--- config.mk ---
export PLATFORM = sky130hd
export DESIGN_NAME = life_engine_param_flat
export DESIGN_NICKNAME = d
export VERILOG_FILES = /design/src/rtl/life_engine_param_if.sv /design/src/rtl/life_engine_param.sv /design/src/flat_wrapper.sv
export SDC_FILE = /design/constraint.sdc
export NUM_CORES = 2
export LEC_CHECK = 0
export BUFFER_PORTS_ARGS = -buffer_cell sky130_fd_sc_hd__buf_2
export CAP_MARGIN = 30
export CORE_AREA = 3 3 306 308
export CTS_CLUSTER_DIAMETER = 50
export CTS_CLUSTER_SIZE = 16
export DETAILED_ROUTE_END_ITERATION = 12
export DIE_AREA = 0 0 309 311
export GPL_TIMING_DRIVEN = 0
export SYNTH_ARGS = -nofsm -noshare
export SYNTH_HDL_FRONTEND = slang
export SYNTH_SLANG_ARGS = --single-unit
export TNS_END_PERCENT = 1
--- constraint.sdc ---
create_clock -name clk -period 12.1 [get_ports clk]
set_clock_uncertainty 0.1 [all_clocks]
set_input_delay 0.605 -clock clk [delete_from_list [all_inputs] [get_ports clk]]
set_output_delay 0.605 -clock clk [all_outputs]
set_load 0.02 [all_outputs]
--- src/rtl/life_engine_param_if.sv ---
// Control/status bundle for the Game of Life engine: the master drives load/step/run,
// the slave (engine) returns the board, counters and status flags.
interface life_engine_param_if #(
    parameter int ROWS  = 16,
    parameter int COLS  = 16,
    parameter int CNT_W = 16
);
    logic                   load_en;
    logic [ROWS*COLS-1:0]   load_board;
    logic                   step;
    logic                   run;
    logic [ROWS*COLS-1:0]   board_o;
    logic [CNT_W-1:0]       generation_cnt_o;
    logic [CNT_W-1:0]       birth_cnt_o;
    logic                   busy_o;
    logic                   done_o;
    logic                   stable_o;

    modport master (
        output load_en, load_board, step, run,
        input  board_o, generation_cnt_o, birth_cnt_o, busy_o, done_o, stable_o
    );

    modport slave (
        input  load_en, load_board, step, run,
        output board_o, generation_cnt_o, birth_cnt_o, busy_o, done_o, stable_o
    );
endinterface

--- src/rtl/life_engine_param.sv ---
// Row-serial Game of Life engine: one board row of the next generation per clock.
// Define LIFE_TORUS_EN to wrap neighbours toroidally; otherwise off-board cells are dead.
module life_cell (
    input  logic [8:0] win,
    output logic       alive
);
    logic [3:0] n;

    always_comb begin
        n = '0;
        for (int i = 0; i < 9; i++)
            if (i != 4) n = n + {3'b0, win[i]};
        alive = (n == 4'd3) || (win[4] && (n == 4'd2));
    end
endmodule

module life_engine_param #(
    parameter int ROWS    = 16,
    parameter int COLS    = 16,
    parameter int CNT_W   = 16,
    parameter int RUN_DIV = 25_000_000
) (
    input  logic                clk,
    input  logic                reset,
    life_engine_param_if.slave  bus
);
    localparam int N  = ROWS * COLS;
    localparam int RW = (ROWS > 1) ? $clog2(ROWS) : 1;
    localparam int TW = (RUN_DIV > 1) ? $clog2(RUN_DIV) : 1;
    localparam int BW = $clog2(N + 1);
    localparam int SW = ((CNT_W > BW) ? CNT_W : BW) + 1;

    typedef enum logic [1:0] {IDLE, COMPUTE, COMMIT} state_t;

    state_t                 state, state_n;
    logic [RW-1:0]          row;
    logic [TW-1:0]          tick_cnt;
    logic                   tick, start;
    logic [N-1:0]           board, next_buf;
    logic [CNT_W-1:0]       gen_cnt, birth_cnt;
    logic [BW-1:0]          births_acc;
    logic                   done, stable;
    logic [COLS-1:0]        up_row, cur_row, dn_row, new_row;
    logic [COLS+1:0]        up_ext, cur_ext, dn_ext;
    logic [COLS-1:0][8:0]   win;
    logic [SW-1:0]          bsum;

    assign tick  = bus.run && (tick_cnt == TW'(RUN_DIV - 1));
    assign start = (state == IDLE) && !bus.load_en && (bus.step || tick);
    assign bsum  = SW'(birth_cnt) + SW'(births_acc);

    // Neighbourhood rows are taken from the committed board, which stays frozen while computing.
    always_comb begin
        cur_row = board[int'(row)*COLS +: COLS];
        up_row  = '0;
        dn_row  = '0;
        if (row != '0)
            up_row = board[(int'(row) - 1)*COLS +: COLS];
        if (int'(row) != ROWS - 1)
            dn_row = board[(int'(row) + 1)*COLS +: COLS];
`ifdef LIFE_TORUS_EN
        if (row == '0)
            up_row = board[(ROWS - 1)*COLS +: COLS];
        if (int'(row) == ROWS - 1)
            dn_row = board[0 +: COLS];
        up_ext  = {up_row[0],  up_row,  up_row[COLS-1]};
        cur_ext = {cur_row[0], cur_row, cur_row[COLS-1]};
        dn_ext  = {dn_row[0],  dn_row,  dn_row[COLS-1]};
`else
        up_ext  = {1'b0, up_row,  1'b0};
        cur_ext = {1'b0, cur_row, 1'b0};
        dn_ext  = {1'b0, dn_row,  1'b0};
`endif
    end

    // ext bit c+1 is column c, so the 3x3 window of column c is ext[c+2:c] with the centre at bit 4.
    for (genvar c = 0; c < COLS; c++) begin : g_cell
        assign win[c] = {dn_ext[c+2:c], cur_ext[c+2:c], up_ext[c+2:c]};
        life_cell u_cell (.win(win[c]), .alive(new_row[c]));
    end

    always_ff @(posedge clk) begin
        if (reset) state <= IDLE;
        else       state <= state_n;
    end

    always_comb begin
        state_n = state;
        unique case (state)
            IDLE:    if (bus.step || tick)            state_n = COMPUTE;
            COMPUTE: if (int'(row) == ROWS - 1)       state_n = COMMIT;
            COMMIT:                                   state_n = IDLE;
            default:                                  state_n = IDLE;
        endcase
        if (bus.load_en) state_n = IDLE;
    end

    always_ff @(posedge clk) begin
        if (reset || !bus.run || tick) tick_cnt <= '0;
        else                           tick_cnt <= tick_cnt + 1'b1;
    end

    always_ff @(posedge clk) begin
        if (reset) begin
            row        <= '0;
            board      <= '0;
            next_buf   <= '0;
            gen_cnt    <= '0;
            birth_cnt  <= '0;
            births_acc <= '0;
            done       <= 1'b0;
            stable     <= 1'b0;
        end else begin
            done <= 1'b0;
            if (state == COMPUTE && int'(row) != ROWS - 1) row <= row + 1'b1;
            else                                           row <= '0;
            if (bus.load_en) begin
                board      <= bus.load_board;
                gen_cnt    <= '0;
                birth_cnt  <= '0;
                births_acc <= '0;
                stable     <= 1'b0;
                row        <= '0;
            end else begin
                unique case (state)
                    IDLE: if (start) births_acc <= '0;
                    COMPUTE: begin
                        next_buf[int'(row)*COLS +: COLS] <= new_row;
                        births_acc <= births_acc + BW'($countones(new_row & ~cur_row));
                    end
                    COMMIT: begin
                        board     <= next_buf;
                        gen_cnt   <= gen_cnt + 1'b1;
                        birth_cnt <= (bsum > SW'({CNT_W{1'b1}})) ? {CNT_W{1'b1}} : bsum[CNT_W-1:0];
                        stable    <= (next_buf == board);
                        done      <= 1'b1;
                    end
                    default: ;
                endcase
            end
        end
    end

    assign bus.board_o          = board;
    assign bus.generation_cnt_o = gen_cnt;
    assign bus.birth_cnt_o      = birth_cnt;
    assign bus.busy_o           = (state != IDLE);
    assign bus.done_o           = done;
    assign bus.stable_o         = stable;
endmodule

--- src/flat_wrapper.sv ---
// flat-port wrapper written by rule: the top's interface ports become plain ports
module life_engine_param_flat 
#(
    parameter int ROWS    = 16,
    parameter int COLS    = 16,
    parameter int CNT_W   = 16,
    parameter int RUN_DIV = 25_000_000
)
  (clk, reset, bus_load_en, bus_load_board, bus_step, bus_run, bus_board_o, bus_generation_cnt_o, bus_birth_cnt_o, bus_busy_o, bus_done_o, bus_stable_o);
  life_engine_param_if #(.ROWS(ROWS), .COLS(COLS), .CNT_W(CNT_W)) bus_i ();
  input  logic clk;
  input  logic reset;
  input wire logic [$bits(bus_i.load_en)-1:0] bus_load_en;
  input wire logic [$bits(bus_i.load_board)-1:0] bus_load_board;
  input wire logic [$bits(bus_i.step)-1:0] bus_step;
  input wire logic [$bits(bus_i.run)-1:0] bus_run;
  output wire logic [$bits(bus_i.board_o)-1:0] bus_board_o;
  output wire logic [$bits(bus_i.generation_cnt_o)-1:0] bus_generation_cnt_o;
  output wire logic [$bits(bus_i.birth_cnt_o)-1:0] bus_birth_cnt_o;
  output wire logic [$bits(bus_i.busy_o)-1:0] bus_busy_o;
  output wire logic [$bits(bus_i.done_o)-1:0] bus_done_o;
  output wire logic [$bits(bus_i.stable_o)-1:0] bus_stable_o;
  assign bus_i.load_en = bus_load_en;
  assign bus_i.load_board = bus_load_board;
  assign bus_i.step = bus_step;
  assign bus_i.run = bus_run;
  assign bus_board_o = bus_i.board_o;
  assign bus_generation_cnt_o = bus_i.generation_cnt_o;
  assign bus_birth_cnt_o = bus_i.birth_cnt_o;
  assign bus_busy_o = bus_i.busy_o;
  assign bus_done_o = bus_i.done_o;
  assign bus_stable_o = bus_i.stable_o;
  life_engine_param #(.ROWS(ROWS), .COLS(COLS), .CNT_W(CNT_W), .RUN_DIV(RUN_DIV)) u_core (.clk(clk), .reset(reset), .bus(bus_i));
endmodule
==> impl_metrics.sql <==
INSERT INTO impl_metrics (metric_group, metric, value, unit) VALUES
('status', 'status', 'completed', ''),
('sta', 'layout_worst_path_cycle_share', '97.0', '%'),
('sta', 'timing.final.max_slew_violations', '0', ''),
('logic_synthesis', 'number_of_enable_flip_flop_cells_after_synthesis', '0', ''),
('logic_synthesis', 'yosys.area.top_type_share', '33.1', '%'),
('sta', 'report.final.setup_viol', '0', ''),
('logic_synthesis', 'synth-warning-count', '0', ''),
('logic_synthesis', 'synthTopCellsByArea', 'sky130_fd_sc_hd__dfxtp_1 33%, sky130_fd_sc_hd__mux4_2 12%, sky130_fd_sc_hd__nand2_1 10%', ''),
('setup_path', 'setup.worst_path.end_class', 'flip-flop', ''),
('global_route', 'global_route.usage.total', '52.3', '%'),
('clock_tree', 'post_cts_resized', '7', ''),
('clock_tree', 'clock-root-buffer', 'sky130_fd_sc_hd__clkbuf_16', ''),
('floorplan', 'io_pins', '552', ''),
('logic_synthesis', 'synth_sequential_area_ratio', '33.1', '%'),
('sta', 'worst_hold_slack', '0.0324', 'ns'),
('setup_path', 'cp.arrival', '12.23', 'ns'),
('global_route', 'grt-ovfl-total', '0', ''),
('drt', 'viasPerCell', '6.54', ''),
('setup_path', 'r2r_slack', '0.36', 'ns'),
('floorplan', 'initial_core_util', '38.7', '%'),
('logic_synthesis', 'synth_async_sr_flop_share', '0', '%'),
('drt', 'routedWlPerCell', '40.6', 'µm'),
('global_route', 'antenna_found_initial', '57', ''),
('logic_synthesis', 'synth_flop_cell', 'sky130_fd_sc_hd__dfxtp_1', ''),
('drt', 'drc', '0', ''),
('pwr', 'ir_drop', '0.104', 'mV'),
('sta', 'hold_viol_final', '0', ''),
('drt', 'drt_pre_antenna_iters', '7', ''),
('cells_and_area', 'layout.core_utilization', '47.1', '%'),
('cells_and_area', 'layout_commonest_cell', 'sky130_fd_sc_hd__nand2_1', ''),
('setup_path', 'r2r-start', 'u_core.row[2]', ''),
('logic_synthesis', 'post_synthesis_register_bit_count', '586', ''),
('setup_path', 'cp-start-kind', 'flip-flop', ''),
('pwr', 'p_leak', '0.0171', 'µW'),
('drt', 'detail-route-antenna-nets', '0', ''),
('sta', 'slew_headroom', '20.3', '%'),
('cells_and_area', 'fin_nets', '5483', ''),
('hold_path', 'hold_path.startpoint', 'bus_load_board[249]', ''),
('cells_and_area', 'final_cell_mix', '969 x sky130_fd_sc_hd__nand2_1, 653 x sky130_fd_sc_hd__a21oi_1, 593 x sky130_fd_sc_hd__buf_2', ''),
('logic_synthesis', 'synth_cells', '4390', ''),
('setup_path', 'critical-path-top-cell-by-count', 'sky130_fd_sc_hd__fa_1', ''),
('floorplan', 'design.core.area', '91400', 'µm²'),
('cells_and_area', 'synthToLayoutAreaGrowth', '21.6', '%'),
('drt', 'total_detailed_routing_wirelength', '257000', 'µm'),
('clock_tree', 'cts-buffers-inserted', '73', ''),
('logic_synthesis', 'synth.cell_area', '35400', 'µm²'),
('setup_path', 'worstSetupPathType', 'flip-flop to flip-flop', ''),
('clock_tree', 'ctsLongestPathBuffers', '3', ''),
('run', 'cap_viol_max_count', '0', ''),
('clock_tree', 'clock_tree.htree_level_count', '3', ''),
('logic_synthesis', 'synth_area_leader_cell', 'sky130_fd_sc_hd__dfxtp_1', ''),
('clock_tree', 'path_clk_slew', '0.07', 'ns'),
('pwr', 'p_per_area', '126', 'nW/µm²'),
('global_route', 'global_route_wire_length_before_repair', '338000', 'µm'),
('clock_tree', 'cts_sinks', '586', ''),
('floorplan', 'die_h', '311', 'µm'),
('hold_path', 'worstHoldPathType', 'input pin to flip-flop', ''),
('floorplan', 'die_area', '96100', 'µm²'),
('sta', 'rsz0062_at_grt', 'no', ''),
('setup_path', 'critical-path-slowest-cell', 'sky130_fd_sc_hd__clkdlybuf4s15_1', ''),
('placed_design', 'hpwl_after_detailed_placement', '208000', 'µm'),
('setup_path', 'worst_setup_path_startpoint', 'u_core.row[2]', ''),
('cells_and_area', 'share_of_layout_cells_above_drive_strength_1', '19.7', '%'),
('sta', 'final.setup.worst_slack', '0.364', 'ns'),
('sta', 'tightestPinTransition', '1.19', 'ns'),
('setup_path', 'critical-path-max-stage-delay', '0.88', 'ns'),
('placed_design', 'gp_congestion', '1.17', ''),
('logic_synthesis', 'ys_types', '66', ''),
('logic_synthesis', 'synth_area_per_cell', '8.06', 'µm²'),
('clock_tree', 'cts-hold-fix-buffers', '0', ''),
('sta', 'timing.final.crit_period', '11.74', 'ns');
## state kept, by name, summed over array words and instances (netlist names)
signal,count
u_core.births_acc,9
u_core.bus.birth_cnt_o,16
u_core.bus.board_o,256
u_core.bus.done_o,1
u_core.bus.generation_cnt_o,16
u_core.bus.stable_o,1
u_core.next_buf,256
u_core.row,4
u_core.state,2
u_core.tick_cnt,25
## through the flow
step	std cells	cell area (µm²)
2_1_floorplan	4390	35400
3_3_place_gp	6127	39600
3_5_place_dp	6177	40300
4_1_cts	6308	42900
5_1_grt	6319	43000
6_report	6348	43000
## worst max-delay path: cells and delay by family (launching register included)
family,cells,cell delay (ns)
compound gates,9,2.45
mux,1,0.15
fa+ha+maj,12,5.24
simple gates,4,0.68
buf+inv,9,2.72
flops,1,0.30
## final timing paths
check | end | depth (start not counted)
min | u_core.bus.board_o[249] | 3
min reg2reg | u_core.tick_cnt[0] | 1
max reg2reg | u_core.births_acc[8] | 35
max | u_core.births_acc[8] | 35
## layer usage
metal	global-route usage [%]	part of all wire, %	vias up
met5	3.24	0.21	-
met4	43.9	11	20
met3	23.6	14	1050
met2	71.3	39	3530
met1	61.9	36	20300
li1	-	-	16600
## synth_stat cells (7+ instances only)
cell and count:
sky130_fd_sc_hd__or3_1 11, sky130_fd_sc_hd__a31oi_1 7, sky130_fd_sc_hd__a221o_1 7, sky130_fd_sc_hd__nor3b_1 8, sky130_fd_sc_hd__a22o_1 13, sky130_fd_sc_hd__and4b_1 7, sky130_fd_sc_hd__xor2_1 108, sky130_fd_sc_hd__inv_1 236
sky130_fd_sc_hd__o2bb2ai_1 40, sky130_fd_sc_hd__and3_1 17, sky130_fd_sc_hd__a22oi_1 7, sky130_fd_sc_hd__buf_2 35, sky130_fd_sc_hd__a2111oi_0 13, sky130_fd_sc_hd__mux4_2 188, sky130_fd_sc_hd__ha_1 76, sky130_fd_sc_hd__buf_1 21
sky130_fd_sc_hd__nor2_1 376, sky130_fd_sc_hd__mux2i_1 12, sky130_fd_sc_hd__nand4_1 36, sky130_fd_sc_hd__o21ai_0 193, sky130_fd_sc_hd__o22ai_1 49, sky130_fd_sc_hd__clkbuf_1 223, sky130_fd_sc_hd__nand2_1 969, sky130_fd_sc_hd__fa_1 74
sky130_fd_sc_hd__nand2b_1 25, sky130_fd_sc_hd__nor2b_1 40, sky130_fd_sc_hd__and2_1 14, sky130_fd_sc_hd__nand3_1 102, sky130_fd_sc_hd__a311oi_1 8, sky130_fd_sc_hd__nor3_1 31, sky130_fd_sc_hd__a21oi_1 653, sky130_fd_sc_hd__a221oi_1 21
sky130_fd_sc_hd__mux2_2 7, sky130_fd_sc_hd__o2111ai_1 8, sky130_fd_sc_hd__o211a_1 7, sky130_fd_sc_hd__xnor2_1 57, sky130_fd_sc_hd__dfxtp_1 586, sky130_fd_sc_hd__nor4_1 41, sky130_fd_sc_hd__mux4_1 7
## cell type report
type                       count  area (µm²)
sequential                   586       11700
inverter                     237         890
fill                        9263       48300
tap                         1186        1480
antenna                       33        82.6
multi-input combinational   3280       21700
clock buffer                  83        1930
clock inverter                49         657
buffer                       284        1200
timing repair buffer         610        3400
## report_power, final
| part | switching, µW | internal, µW | leakage, µW | total, µW |
|---|---|---|---|---|
| clock | 1020 | 1350 | 0.00125 | 2370 |
| combinational | 535 | 296 | 0.0111 | 831 |
| sequential | 250 | 1980 | 0.00477 | 2230 |
## kinds of logic after synthesis
logic type,Yosys count,synth area share [%]
AOI/OAI and AO/OA,1055,16.8
xor gates and xnor gates,165,4.08
adders and majority gates,150,6.87
buffers and inverters,524,5.87
DFF,586,33.1
muxes,214,13.0
and+or+nand+nor,1696,20.2
No activity file was read; power rests on OpenSTA's default activity.
